`src/rtl/fetch_issue_unit_if.sv`:
```
// Fetch/issue bus: synchronous instruction-memory port plus the valid/ready issue channel to decode.
// master = fetch_issue_unit side, slave = memory/decode side.
interface fetch_issue_unit_if #(
  parameter int ADDR_W = 16
);
  logic [ADDR_W-1:0] imem_addr;
  logic              imem_en;
  logic [15:0]       imem_rdata;
  logic [15:0]       instr;
  logic [ADDR_W-1:0] instr_pc;
  logic              instr_valid;
  logic              instr_ready;

  modport master (
    output imem_addr, imem_en, instr, instr_pc, instr_valid,
    input  imem_rdata, instr_ready
  );

  modport slave (
    input  imem_addr, imem_en, instr, instr_pc, instr_valid,
    output imem_rdata, instr_ready
  );
endinterface

```
`src/rtl/fetch_issue_unit.sv`:
```
// Fetch/issue stage: fetches at pc_in, issues to decode, resolves jumps and strobes the PC.
// Optional macro FETCH_CLAMP_EN clamps taken-jump targets into [0, LAST_ADDR].
//
// state   | meaning
// IDLE    | waiting for run
// FETCH   | present pc_in to memory with read strobe
// WAIT    | capture returned word into instruction register
// ISSUE   | offer instruction to decode, resolve jump on handshake
// HALT    | program finished; leave only via reset
module fetch_issue_unit #(
  parameter int LAST_ADDR = 27,
  parameter int ADDR_W    = 16
) (
  input  logic              clk,
  input  logic              reset_n,
  input  logic              i_run,
  input  logic [ADDR_W-1:0] i_pc_in,
  input  logic              i_zero_flag,
  fetch_issue_unit_if.master bus,
  output logic              o_cpu_enable,
  output logic              o_jump_flag,
  output logic [ADDR_W-1:0] o_next,
  output logic              o_halted,
  output logic [15:0]       o_instr_count
);

  localparam logic [ADDR_W-1:0] LAST = ADDR_W'(LAST_ADDR);

  typedef enum logic [2:0] {
    S_IDLE, S_FETCH, S_WAIT, S_ISSUE, S_HALT
  } state_t;

  state_t            r_state, w_state_nxt;
  logic [ADDR_W-1:0] r_imem_addr;
  logic [15:0]       r_instr;
  logic [ADDR_W-1:0] r_instr_pc;
  logic [15:0]       r_instr_count;

  logic [3:0]        w_opcode;
  logic              w_is_halt, w_taken, w_hs;
  logic [ADDR_W-1:0] w_offset, w_sum, w_target;

  assign w_opcode  = r_instr[15:12];
  assign w_is_halt = (w_opcode == 4'hF);
  assign w_taken   = (w_opcode == 4'hC) || ((w_opcode == 4'hD) && i_zero_flag);
  assign w_offset  = {{(ADDR_W-9){r_instr[8]}}, r_instr[8:0]};
  assign w_sum     = r_instr_pc + w_offset;

`ifdef FETCH_CLAMP_EN
  always_comb begin
    w_target = w_sum;
    if (w_sum[ADDR_W-1])   w_target = '0;
    else if (w_sum > LAST) w_target = LAST;
  end
`else
  assign w_target = w_sum;
`endif

  // Reset gates the handshake so a reset cycle never leaks a PC strobe.
  assign w_hs = reset_n && (r_state == S_ISSUE) && !w_is_halt && bus.instr_ready;

  always_comb begin
    w_state_nxt = r_state;
    case (r_state)
      S_IDLE:  if (i_run) w_state_nxt = S_FETCH;
      S_FETCH: w_state_nxt = S_WAIT;
      S_WAIT:  w_state_nxt = S_ISSUE;
      S_ISSUE: begin
        if (w_is_halt) begin
          w_state_nxt = S_HALT;
        end else if (bus.instr_ready) begin
          if (!w_taken && (r_instr_pc == LAST)) w_state_nxt = S_HALT;
          else                                  w_state_nxt = S_FETCH;
        end
      end
      S_HALT:  w_state_nxt = S_HALT;
      default: w_state_nxt = S_IDLE;
    endcase
  end

  // Memory samples its address on the FETCH edge, so pc_in is forwarded while in FETCH.
  assign bus.imem_en     = (r_state == S_FETCH);
  assign bus.imem_addr   = (r_state == S_FETCH) ? i_pc_in : r_imem_addr;
  assign bus.instr       = r_instr;
  assign bus.instr_pc    = r_instr_pc;
  assign bus.instr_valid = (r_state == S_ISSUE) && !w_is_halt;
  assign o_cpu_enable    = w_hs;
  assign o_jump_flag     = w_hs && w_taken;
  assign o_next          = (w_hs && w_taken) ? w_target : '0;
  assign o_halted        = (r_state == S_HALT);
  assign o_instr_count   = r_instr_count;

  always_ff @(posedge clk) begin
    if (!reset_n) begin
      r_state       <= S_IDLE;
      r_imem_addr   <= '0;
      r_instr       <= '0;
      r_instr_pc    <= '0;
      r_instr_count <= '0;
    end else begin
      r_state <= w_state_nxt;
      if (r_state == S_FETCH) r_imem_addr <= i_pc_in;
      if (r_state == S_WAIT) begin
        r_instr    <= bus.imem_rdata;
        r_instr_pc <= r_imem_addr;
      end
      if (w_hs && (r_instr_count != 16'hFFFF)) r_instr_count <= r_instr_count + 16'd1;
    end
  end

endmodule

```
`src/flat_wrapper.sv`:
```
// flat-port wrapper written by rule: the top's interface ports become plain ports
module fetch_issue_unit_flat 
#(
  parameter int LAST_ADDR = 27,
  parameter int ADDR_W    = 16
)
  (clk, reset_n, i_run, i_pc_in, i_zero_flag, o_cpu_enable, o_jump_flag, o_next, o_halted, o_instr_count, bus_imem_addr, bus_imem_en, bus_instr, bus_instr_pc, bus_instr_valid, bus_imem_rdata, bus_instr_ready);
  fetch_issue_unit_if #(.ADDR_W(ADDR_W)) bus_i ();
  input  logic clk;
  input  logic reset_n;
  input  logic i_run;
  input  logic [ADDR_W-1:0] i_pc_in;
  input  logic i_zero_flag;
  output logic o_cpu_enable;
  output logic o_jump_flag;
  output logic [ADDR_W-1:0] o_next;
  output logic o_halted;
  output logic [15:0] o_instr_count;
  output wire logic [$bits(bus_i.imem_addr)-1:0] bus_imem_addr;
  output wire logic [$bits(bus_i.imem_en)-1:0] bus_imem_en;
  output wire logic [$bits(bus_i.instr)-1:0] bus_instr;
  output wire logic [$bits(bus_i.instr_pc)-1:0] bus_instr_pc;
  output wire logic [$bits(bus_i.instr_valid)-1:0] bus_instr_valid;
  input wire logic [$bits(bus_i.imem_rdata)-1:0] bus_imem_rdata;
  input wire logic [$bits(bus_i.instr_ready)-1:0] bus_instr_ready;
  assign bus_imem_addr = bus_i.imem_addr;
  assign bus_imem_en = bus_i.imem_en;
  assign bus_instr = bus_i.instr;
  assign bus_instr_pc = bus_i.instr_pc;
  assign bus_instr_valid = bus_i.instr_valid;
  assign bus_i.imem_rdata = bus_imem_rdata;
  assign bus_i.instr_ready = bus_instr_ready;
  fetch_issue_unit #(.LAST_ADDR(LAST_ADDR), .ADDR_W(ADDR_W)) u_core (.clk(clk), .reset_n(reset_n), .i_run(i_run), .i_pc_in(i_pc_in), .i_zero_flag(i_zero_flag), .bus(bus_i), .o_cpu_enable(o_cpu_enable), .o_jump_flag(o_jump_flag), .o_next(o_next), .o_halted(o_halted), .o_instr_count(o_instr_count));
endmodule
```
`config.mk`:
```
export PLATFORM = sky130hd
export DESIGN_NAME = fetch_issue_unit_flat
export DESIGN_NICKNAME = d
export VERILOG_FILES = /design/src/rtl/fetch_issue_unit_if.sv /design/src/rtl/fetch_issue_unit.sv /design/src/flat_wrapper.sv
export SDC_FILE = /design/constraint.sdc
export NUM_CORES = 1
export LEC_CHECK = 0
export CORE_MARGIN = 1.5
export CORE_UTILIZATION = 34
export CTS_CLUSTER_SIZE = 8
export DETAILED_ROUTE_END_ITERATION = 6
export HOLD_SLACK_MARGIN = 0.08
export PLACE_DENSITY_LB_ADDON = 0.08
export SYNTH_ARGS = -nofsm -noshare
export SYNTH_HDL_FRONTEND = slang
export SYNTH_SLANG_ARGS = --single-unit
```
`constraint.sdc`:
```
create_clock -name clk -period 2.2 [get_ports clk]
set_input_delay 0.33 -clock clk [delete_from_list [all_inputs] [get_ports clk]]
set_output_delay 0.33 -clock clk [all_outputs]
set_load 0.01 [all_outputs]
```
==> flow_metrics.tcl <==
set metrics [dict create \
    status "finished, violations left" \
    violations "negative setup slack" \
    design_area_um2 6100 \
    relSlewSlack_pct 57.0 \
    grtUsageMet2_pct 33.9 \
    fin_tns_setup_ps -4150 \
    numPortBuffers 121 \
    hp-class "register to register" \
    synthTopCellsByCount "81 x nand2_1, 67 x dfxtp_1, 46 x nor2_1" \
    rows 36 \
    syn2layout_area_growth_pct 75.7 \
    clock_sinks 67 \
    ys_seq_area_share_pct 38.6 \
    routabilityCongestion 0.809 \
    drt-total-wl_um 11500 \
    cts_buffers 9 \
    ys_warn_count 0 \
    reg2reg_to "u_core.o_instr_count[5]" \
    die-area_um2 10800 \
    use_met1_pct 26.8 \
    clock_latency_ps 340 \
    fin_ws_ps -582 \
    antenna_found_initial 0 \
    drt_iter0_markers 125 \
    netSwitchingFraction_pct 25.4 \
    syn_nets 479 \
    diodes 0 \
    vias 3740 \
    netlist.area_leader.share_pct 38.6 \
    drv_slew 0 \
    cts_tree "built" \
    pwr-share-comb_pct 22.5 \
    rr_worst_depth 9 \
    path_max_fanout 2 \
    fin_util_pct 62.1 \
    powerDensity_nw_per_um2 546 \
    ir_worst_vdd_v 0.000332 \
    p_leak_nw 2.57 \
    critical_path_required_ps 1870 \
    grt_usage_pct 20.8 \
    path_buf_inv 3 \
    synth-main-ff-cell "dfxtp_1" \
    p_sw_w 0.000846 \
    viasPerCell 4.78 \
    cp_top_family "compound AO/OA/AOI/OAI gates" \
    clk_pin_slew_ps 70 \
    dp_hpwl_um 8000 \
    die_x_um 104 \
    yosysTopAreaCell "dfxtp_1" \
    postSynthAreaPerCell_um2 8.17 \
    initial_core_util_pct 35.3 \
    io_pins 122 \
    placed_cell_area_um2 5420 \
    antenna_left 0 \
    worst_slew_pin_slew_ps 628 \
    wl_per_cell_um 14.7 \
    max_stage_delay_ps 340 \
    cts_hold_buf 0 \
    grt_use_met3_pct 5.70 \
    critPathLaunchType "register" \
    synth.most_common_cell "nand2_1" \
    slowest_stage "dfxtp_2" \
    arrival_ps 2450 \
    htree_levels 3 \
    drtPass1Iterations 4 \
    drc 0 \
    cts_root_buf "clkbuf_8" \
    pwr-share-seq_pct 39.5 \
    netlist_instances 425 \
    endpoint_kind "primary output" \
    finalCritPeriodShare_pct 126 \
    top_usage_layer "met2" \
    finalSetupViolations 12 \
    core_area_um2 9820 \
    finalHoldViolCount 0 \
    ys_ff_latch 67 \
    crit_type "register to primary output" \
    gr-total-overflow 0 \
    layout.nets 698 \
    min_to "u_core.bus.instr[10]" \
    syn-cell-area_um2 3470 \
    die_h_um 104 \
    worstPathCellList "ha_4 > inv_2 > fa_2 > nor2b_2 > o31a_1 > buf_4 > o211a_1 > o21a_1 > nor3_1 > nor3b_2 > buf_2" \
    rsz0062_at_grt "yes" \
    min_period_ps 2780 \
    clk_path_buf_depth 2 \
    total_power_w 0.00333 \
    r2r_slack_ps 220 \
    intPower_w 0.00249 \
    yosys-top-cells-area "dfxtp_1 39%, nand2_1 8.8%, a21oi_1 6.2%" \
    yosys.cell_types.count 47 \
    grt_pass1_vias 3642 \
    grt_max_degree 35 \
    maxCapViolCount 0 \
    fmax_mhz 360 \
    synth-edff-count 0 \
    layout-drive-gt1-share_pct 33.4 \
    synth_async_sr_flop_share_pct 0 \
    p_clk_share_pct 37.9 \
    worstHoldStart "u_core.bus.instr[10]" \
    rr_startpoint "u_core.r_state[1]" \
    finClkSkew_ps 7.17 \
    grt_pass1_wl_um 18200 \
    worstHoldPathCells 2 \
]
## metrics by stage
step                setup WS, ps  hold WS [ps]  cells
floorplan                  -12.6           422    425
global placement            -490           443    744
detailed placement          -579           452    744
CTS                         -506           466    781
global route                -662           487    782
finish                      -582           464    782
## cell type report
cell class	instances	area [um2]
repair buffers	226	2030
fillers	889	3720
well taps	133	166
inverters	8	32.5
clock buffers	10	138
multi-input cells	332	2250
flip-flops and latches	67	1360
clock inverters	6	113
## worst min-delay path: cells and delay by family, from the launching register on
family | cells | cell delay, ps
DFF | 1 | 310
AOI/OAI and AO/OA | 1 | 60
and+or+nand+nor | 1 | 50
## cell usage in the layout (no fill, tap or decap), types with 3 or more instances in the layout
| cell type | count |
|---|---|
| nor4_1 | 3 |
| xnor2_1 | 11 |
| buf_4 | 84 |
| xor2_1 | 10 |
| clkbuf_8 | 10 |
| nor2_1 | 45 |
| buf_12 | 3 |
| o21a_1 | 4 |
| ha_1 | 12 |
| clkdlybuf4s50_1 | 84 |
| dfxtp_2 | 9 |
| mux2_2 | 6 |
| mux2i_1 | 3 |
| dfxtp_4 | 3 |
| dfxtp_1 | 55 |
| a21oi_2 | 3 |
| nand3_1 | 10 |
| o21ai_4 | 3 |
| bufinv_16 | 3 |
| dlygate4sd2_1 | 5 |
| mux2_4 | 10 |
| inv_1 | 5 |
| and3_1 | 4 |
| nand2_1 | 80 |
| a21o_1 | 3 |
| nand4_1 | 5 |
| o211ai_1 | 3 |
| buf_6 | 26 |
| o21ai_0 | 4 |
| a21oi_1 | 40 |
| buf_2 | 21 |
| and2_1 | 19 |
| nor3_1 | 8 |
| ha_4 | 4 |
## flip-flops by register name (all words and copies together), names as in the netlist
register,cells
u_core.bus.instr_pc,16
u_core.bus.instr,16
u_core.r_imem_addr,16
u_core.r_state,3
u_core.o_instr_count,16
## timing repair
item	in CTS	in global routing
endpoints found under the setup margin	34	32
cloned	3	0
setup buffers	22	6
pin swaps	34	23
resized for setup	196	36
## worst max path at each step
stage,startpoint,endpoint,slack [ps],depth (start not counted)
5_1_grt,u_core.bus.instr_pc[0],o_next[14],-660,11
3_3_place_gp,u_core.bus.instr_pc[0],o_next[14],-490,10
4_1_cts,u_core.bus.instr_pc[0],o_next[14],-510,11
2_1_floorplan,u_core.bus.instr_pc[0],o_next[14],-10,9
6_report,u_core.bus.instr_pc[0],o_next[14],-580,11
3_5_place_dp,u_core.bus.instr_pc[0],o_next[14],-580,10
## routing by layer
layer	routed length [um]	part of all wire, %
met4	132	1.1
met5	0	0
met2	5480	48
met3	606	5.3
met1	5270	46
## power by group through the flow
stage | Combinational (W) | Clock [W] | Sequential (W)
after floorplan | 0.000278 | 0 | 0.00135
after global placement | 0.000648 | 0 | 0.00134
after detailed placement | 0.000651 | 0 | 0.00134
after CTS | 0.000712 | 0.00129 | 0.00131
after global routing | 0.000809 | 0.00135 | 0.00132
final | 0.000750 | 0.00126 | 0.00132
## kinds of logic after synthesis
| group | Yosys count | share of synthesized area (%) |
|---|---|---|
| buffers and inverters | 26 | 3.46 |
| muxes | 19 | 6.06 |
| xor gates and xnor gates | 22 | 5.55 |
| DFF | 67 | 38.6 |
| AOI/OAI and AO/OA | 77 | 13.3 |
| adders and majority gates | 17 | 6.34 |
| and+or+nand+nor | 197 | 26.6 |
No activity file was read; power rests on OpenSTA's default activity.
